**config.mk**
```make
export PLATFORM = sky130hd
export DESIGN_NAME = prb_et_seq
export DESIGN_NICKNAME = d
export VERILOG_FILES = /design/src/rtl/prb_et_seq.sv
export SDC_FILE = /design/constraint.sdc
export NUM_CORES = 1
export LEC_CHECK = 0
export BUFFER_PORTS_ARGS = -buffer_cell sky130_fd_sc_hd__buf_2
export CORE_ASPECT_RATIO = 2
export CORE_MARGIN = 5
export CORE_UTILIZATION = 30
export CTS_BUF_LIST = sky130_fd_sc_hd__clkbuf_16
export DETAILED_ROUTE_END_ITERATION = 6
export PLACE_DENSITY = 0.48
export SLEW_MARGIN = 10
export SYNTH_ARGS = -nofsm -noshare
export SYNTH_HDL_FRONTEND = slang
export SYNTH_SLANG_ARGS = --single-unit
```
**constraint.sdc**
```tcl
create_clock -name clk -period 2.15 [get_ports clk]
set_input_delay 0.3225 -clock clk [delete_from_list [all_inputs] [get_ports clk]]
set_output_delay 0.3225 -clock clk [all_outputs]
set_load 0.02 [all_outputs]
```
**src/rtl/prb_et_seq.sv**
```systemverilog
// Handshaked precision/rebalancing detector: captures operands, registers don't-care masks
// and k_init, then streams a masked index counter. Optional abort port: PRB_ET_ABORT_EN.
module prb_et_seq #(
  parameter int W        = 8,
  parameter int N        = 2,
  parameter int S_GROUPS = 2,
  parameter int CORR     = 0
) (
  input  logic         clk,
  input  logic         rst_n,
  input  logic         start,
  output logic         ready,
  input  logic [W-1:0] Bxs [N],
  output logic [W-1:0] S [S_GROUPS],
  output logic [W-1:0] k_init,
  output logic [W-1:0] cnt,
  output logic         cnt_valid,
  input  logic         cnt_ready,
  output logic         cnt_last,
  output logic         busy
`ifdef PRB_ET_ABORT_EN
  ,
  input  logic         abort
`endif
);

  typedef enum logic [1:0] {IDLE, CALC, RUN} state_t;

  state_t       state;
  logic [W-1:0] bxs_q [N];
  logic [W-1:0] m_q;
  logic [W-1:0] bx_or;
  logic [W-1:0] ell;
  logic [W-1:0] k_calc;
  logic [W-1:0] s_calc [S_GROUPS];
  logic [W-1:0] m_calc;
  logic [W-1:0] cnt_next;
  logic         seen;
  logic         abort_req;

`ifdef PRB_ET_ABORT_EN
  assign abort_req = abort;
`else
  assign abort_req = 1'b0;
`endif

  // Ones strictly below the lowest set bit; a zero operand yields all ones.
  function automatic logic [W-1:0] tz(input logic [W-1:0] x);
    return ~x & (x - W'(1));
  endfunction

  always_comb begin
    bx_or  = '0;
    ell    = '0;
    k_calc = '0;
    seen   = 1'b0;
    m_calc = '1;
    for (int n = 0; n < N; n++) bx_or = bx_or | bxs_q[n];
    for (int i = W - 1; i >= 0; i--) begin
      if (!seen && bx_or[i]) k_calc[i] = 1'b1;
      if (bx_or[i]) seen = 1'b1;
      ell[i] = !seen;
    end
    for (int g = 0; g < S_GROUPS; g++) begin
      if (CORR == 0) s_calc[g] = tz(bxs_q[g]) | ell;
      else           s_calc[g] = tz(bx_or) | ell;
      m_calc = m_calc & s_calc[g];
    end
  end

  // Carry ripples through masked positions because they are forced to one before the add.
  assign cnt_next = ((cnt | m_q) + W'(1)) & ~m_q;

  assign ready = (state == IDLE);
  assign busy  = (state != IDLE);

  always_ff @(posedge clk or negedge rst_n) begin
    if (!rst_n) begin
      state     <= IDLE;
      m_q       <= '0;
      k_init    <= '0;
      cnt       <= '0;
      cnt_valid <= 1'b0;
      cnt_last  <= 1'b0;
      for (int n = 0; n < N; n++) bxs_q[n] <= '0;
      for (int g = 0; g < S_GROUPS; g++) S[g] <= '0;
    end else begin
      case (state)
        IDLE: begin
          if (start) begin
            for (int n = 0; n < N; n++) bxs_q[n] <= Bxs[n];
            state <= CALC;
          end
        end
        CALC: begin
          if (abort_req) begin
            state <= IDLE;
          end else begin
            for (int g = 0; g < S_GROUPS; g++) S[g] <= s_calc[g];
            k_init    <= k_calc;
            m_q       <= m_calc;
            cnt       <= '0;
            cnt_valid <= 1'b1;
            cnt_last  <= (m_calc == '1);
            state     <= RUN;
          end
        end
        RUN: begin
          if (abort_req || (cnt_ready && cnt_last)) begin
            state     <= IDLE;
            cnt       <= '0;
            cnt_valid <= 1'b0;
            cnt_last  <= 1'b0;
          end else if (cnt_ready) begin
            cnt      <= cnt_next;
            cnt_last <= ((cnt_next | m_q) == '1);
          end
        end
        default: state <= IDLE;
      endcase
    end
  end

endmodule

```
# --- Word-level counts from Yosys, hierarchy flattened ---
# Cells that the tools add are included.
classes:
  add_sub_neg: 3
  n_eq_ne: 7
  muxes: 26
  n_bitwise: 12
  reduce_logical: 23
ops:
  columns: ["op", "count"]
  rows:
  - ["$or A8 B8 Y8", 5]
  - ["$and A8 B8 Y8", 4]
  - ["$not A8 Y8", 3]
  - ["$mux W1", 18]
  - ["$eq A8 B8 Y1 const B", 2]
  - ["$mux W8", 2]
  - ["$pmux W8 S2", 1]
  - ["$sub A8 B1 Y8 const B", 2]
  - ["$add A8 B1 Y8 const B", 1]
  - ["$logic_and A1 B1 Y1", 8]
  - ["$logic_not A1 Y1", 8]
  - ["$reduce_and A2 Y1", 4]
  - ["$pmux W2 S3", 1]
  - ["$mux W2", 2]
  - ["$ne A2 B2 Y1 const B", 2]
  - ["$pmux W1 S2", 2]
  - ["$reduce_bool A2 Y1", 2]
  - ["$ne A3 B3 Y1 const B", 1]
  - ["$eq A2 B1 Y1 const B", 1]
  - ["$eq A2 B2 Y1 const B", 1]
  - ["$logic_not A2 Y1", 1]
totals:
  register_bits: 60
  out_inout_bits: 36
  elab_cells: 81

# --- Logic depth before layout (Yosys ltp) ---
logic_depth:
  depth_word: 14
  depth_mapped: 8

# --- Worst setup path after synthesis ---
# OpenSTA, ideal clock, no wires.
synth_timing:
  kind: "register to register"
  start: "register cnt[0]"
  end: "register cnt_last"
  setup_time_ns: 0.095
  arrival_time_ns: 1.867
  required_time_ns: 2.055
  slack_ns: 0.188
  path_stages_with_launch: 8
  path_buffers: 0
  period_less_slack_ns: 1.962
  cell_sequence: "dfrtp_1 > or2_2 > ha_1 > o221ai_1 > nor4_1 > nor4b_1 > o221ai_1 > o31ai_1"
synth_via:
  elab_chain_len: 8
synth_lines:
  columns: ["element", "line", "text"]
  rows:
  - ["start, declared", "16", "output logic [W-1:0] cnt,"]
  - ["start signal, assigned", "115", "cnt <= cnt_next;"]
  - ["$or A8 B8 Y8", "72", "assign cnt_next = ((cnt | m_q) + W'(1)) & ~m_q;"]
  - ["$add A8 B1 Y8", "72", null]
  - ["$and A8 B8 Y8", "72", null]
  - ["$or A8 B8 Y8", "116", "cnt_last <= ((cnt_next | m_q) == '1);"]
  - ["$eq A8 B8 Y1", "116", null]
  - ["$mux W1", "114", "end else if (cnt_ready) begin"]
  - ["$mux W1", "109", "if (abort_req || (cnt_ready && cnt_last)) begin"]
  - ["$pmux W1 S2", "88", "case (state)"]
  - ["end signal, assigned", "104", "cnt_last <= (m_calc == '1);"]
  - ["end signal, assigned", "116", null]
  - ["end, declared", "19", "output logic cnt_last,"]
# Every way passes these cells. The select of a mux whose other input is x is not followed.
# A chain may end at the register's enable or synchronous reset.

# --- Worst setup path after layout ---
layout_timing:
  start: "register bxs_q[8] in the netlist's numbering"
  end: "register S[15] in the netlist's numbering"
layout_via:
  elab_chain_len: 3
layout_lines:
  columns: ["element", "line", "text"]
  rows:
  - ["start, declared", "30", "logic [W-1:0] bxs_q [N];"]
  - ["$sub A8 B1 Y8", "49", "return ~x & (x - W'(1));"]
  - ["$and A8 B8 Y8", "49", null]
  - ["$or A8 B8 Y8", "65", "if (CORR == 0) s_calc[g] = tz(bxs_q[g]) | ell;"]
  - ["end, declared", "14", "output logic [W-1:0] S [S_GROUPS],"]
# Every way passes these cells.

==> results.toml <==
[critical_path]
rr_startpoint = "bxs_q[8]"
r2r-end = "S[15]"
startpoint = "bxs_q[8]"
worst_ep_arrival_time_ns = 2.19
worst_setup_path_start_kind = "register"
ff2ff_setup_slack_ns = 0.22
reg2regPathDepth = 5
cp-end-kind = "register"
critPathMaxFanout = 6
crit_type = "register to register"
required_ns = 2.41
crit_end = "S[15]"

[clock_network]
clk_path_buf_depth = 2
clockRootBuffer = "clkbuf_16"
cts_tree = "yes"
numCtsBuffers = 9
cts.sinks = 60
clock_latency_ns = 0.33
clk_pin_slew_worst_paths_ns = 0.05
ctsHtreeMaxLevel = 3
ctsHoldBuffers = 0

[sta]
slew_headroom_pct = 68.0
rsz0062_at_grt = "no"
hold_violations = 0
maxSlewViolCount = 0
fin_crit_sh_pct = 89.7
fmax_ghz = 0.518
fin_setup_tns_ns = 0
setup_viol = 0
finalCriticalPeriod_ns = 1.93
finClkSkew_ns = 0.00695
tightest_slew_ns = 0.476

[power_and_ir_drop]
p_per_area_mw_per_mm2 = 1500
clkPwrFrac_pct = 25.2
p_seq_share_pct = 36.8
vdd_drop_max_uv = 503
p_int_mw = 3.27
p_comb_share_pct = 38.0
leakage_nw = 1.62
p_sw_mw = 2.07
p_sw_share_pct = 38.7

[route]
wire_per_inst_um = 16.5
drt_iter0_markers = 89
drc = 0
wl_um = 7410
first_pass_iters = 4
antenna_left = 0
routed_via_density = 5.10
via_count = 2287

[floorplan]
design.core.area_mm2 = 0.00926
initial_core_util_pct = 30.5
io_pins = 56
rows = 50
fp.dieH_um = 147
dieArea_mm2 = 0.0116
die_w_um = 78.6

[place]
dp_hpwl_um = 5530
place_congestion = 0.896
placed_area_mm2 = 0.00326
port_buffers = 55
dp_cells = 429

[final_layout]
final_area_mm2 = 0.00356
syn2layout_area_growth_pct = 26.2
final_common_cell = "dfrtp_1"
drive_gt1_share_pct = 30.2
layout.cells.non_filler = 448
nets = 363
fillers = 974
fin_util_pct = 38.5
antenna_cells = 0
layout_common_cells = "60 x dfrtp_1, 55 x buf_2, 31 x nor2_1, 27 x nand2_1, 21 x o21ai_0"

[run]
maxCapViolations = 0

[synthesis]
synth-edff-count = 0
synth_cells = 272
syn_nets = 296
synth_cell_types = 47
syn_avg_cell_area_um2 = 10.4
syn-cell-area_mm2 = 0.00282
synth-warning-count = 0
synth-seq-area-share_pct = 53.2
async_reset_ff_share_pct = 100
synth-seq-cells = 60
synthFlopType = "dfrtp_1"

[grt]
grt_overflow = 0
antenna_found_initial = 0
grt_max_degree = 61
track_usage_pct = 13.7
grt_pass1_vias = 2416
grt_pass1_wl_um = 12100

[worst_hold_path]
hold_class = "input pin to async pin"

[outcome]
status = "completed"
==> layout make-up <==
| class | instances | area [um^2] | share of cell area [%] |
|---|---|---|---|
| Sequential cell | 60 | 1500 | 42.1 |
| Multi-Input combinational cell | 192 | 1230 | 34.6 |
| Timing Repair Buffer | 66 | 383 | 10.7 |
| Clock buffer | 9 | 225 | 6.32 |
| Tap cell | 104 | 130 | 3.65 |
| Clock inverter | 7 | 52.6 | 1.47 |
| Inverter | 10 | 37.5 | 1.05 |
==> through the flow <==
stage	setup slack [ns]	total power, mW	hold WS (ns)
floorplan	0.188	3.32	0.0269
global placement	0.226	4.04	0.365
detailed placement	0.198	4.07	0.367
CTS	0.195	5.44	0.0181
global route	0.103	5.73	0.0390
finish	0.221	5.34	0.00829
==> flip-flops by register name, summed over array words and instances (netlist names) <==
name and cells:
cnt_last 1, cnt_valid 1, cnt 8, S 16
k_init 8, m_q 8, state 2, bxs_q 16
==> layer usage <==
| layer | part of all wire (%) | track usage (%) | up-vias |
|---|---|---|---|
| li1 | - | - | 1127 |
| met4 | 3.5 | 8.23 | 0 |
| met1 | 39 | 14.1 | 1097 |
| met2 | 55 | 24.7 | 46 |
| met3 | 3.4 | 3.07 | 17 |
| met5 | 0 | 0 | - |
==> Yosys cell counts, types with 2 or more instances <==
| master | number | area [um^2] |
|---|---|---|
| dfrtp_1 | 60 | 1500 |
| nor2_1 | 31 | 116 |
| nand2_1 | 27 | 101 |
| o21ai_0 | 21 | 105 |
| mux2_2 | 19 | 214 |
| inv_1 | 10 | 37.5 |
| a31oi_1 | 9 | 56.3 |
| o31ai_1 | 8 | 60.1 |
| a21oi_1 | 7 | 35.0 |
| clkbuf_1 | 7 | 26.3 |
| nor3_1 | 6 | 30.0 |
| o2bb2ai_1 | 5 | 43.8 |
| a22o_1 | 4 | 35.0 |
| ha_1 | 4 | 50.1 |
| nor4_1 | 4 | 25.0 |
| or2_2 | 4 | 25.0 |
| or3_1 | 4 | 25.0 |
| mux2i_1 | 3 | 30.0 |
| nand3_1 | 3 | 15.0 |
| o211ai_1 | 3 | 22.5 |
| o221ai_1 | 3 | 26.3 |
| nand4_1 | 2 | 12.5 |
| o21a_1 | 2 | 15.0 |
| o22ai_1 | 2 | 12.5 |
| xnor2_1 | 2 | 17.5 |
==> cells by family after synthesis <==
group / Yosys count / share of synthesized area, %
AND/OR/NAND/NOR: 90 / 15.1
flip-flops: 60 / 53.2
multiplexers: 22 / 8.64
buffers and inverters: 20 / 3.10
adder cells (fa/ha/maj): 4 / 1.77
XOR/XNOR: 3 / 0.931
AO/OA/AOI/OAI: 73 / 17.3
==> worst max-delay path: stages (launching register included) <==
cell and delay, ns:
dfrtp_1 0.43, or3_4 0.42, or4_4 0.46, or2_4 0.25
a211oi_2 0.21, a21o_1 0.10
==> what timing repair did <==
action                                  4_1_cts  5_1_grt
buffers inserted                              0        3
endpoints found under the setup margin        0        1
resized for setup                             0        0
==> power groups by stage <==
stage | registers [mW] | logic [mW] | clock network (mW)
CTS | 1.97 | 2.08 | 1.38
floorplan | 2.10 | 1.22 | 0
global route | 2.04 | 2.27 | 1.43
global placement | 1.99 | 2.05 | 0
finish | 1.97 | 2.03 | 1.34
detailed placement | 1.99 | 2.08 | 0
==> worst min path at each step <==
stage               startpoint      to  slack [ns]  cells after the start
finish                   rst_n  cnt[3]       0.008                      2
global route             rst_n   S[10]        0.04                      2
CTS                      rst_n  cnt[3]        0.02                      2
detailed placement       rst_n  cnt[2]        0.37                      2
global placement         rst_n  cnt[2]        0.36                      2
floorplan                rst_n    S[0]        0.03                      0
(Power assumes the default switching activity.)
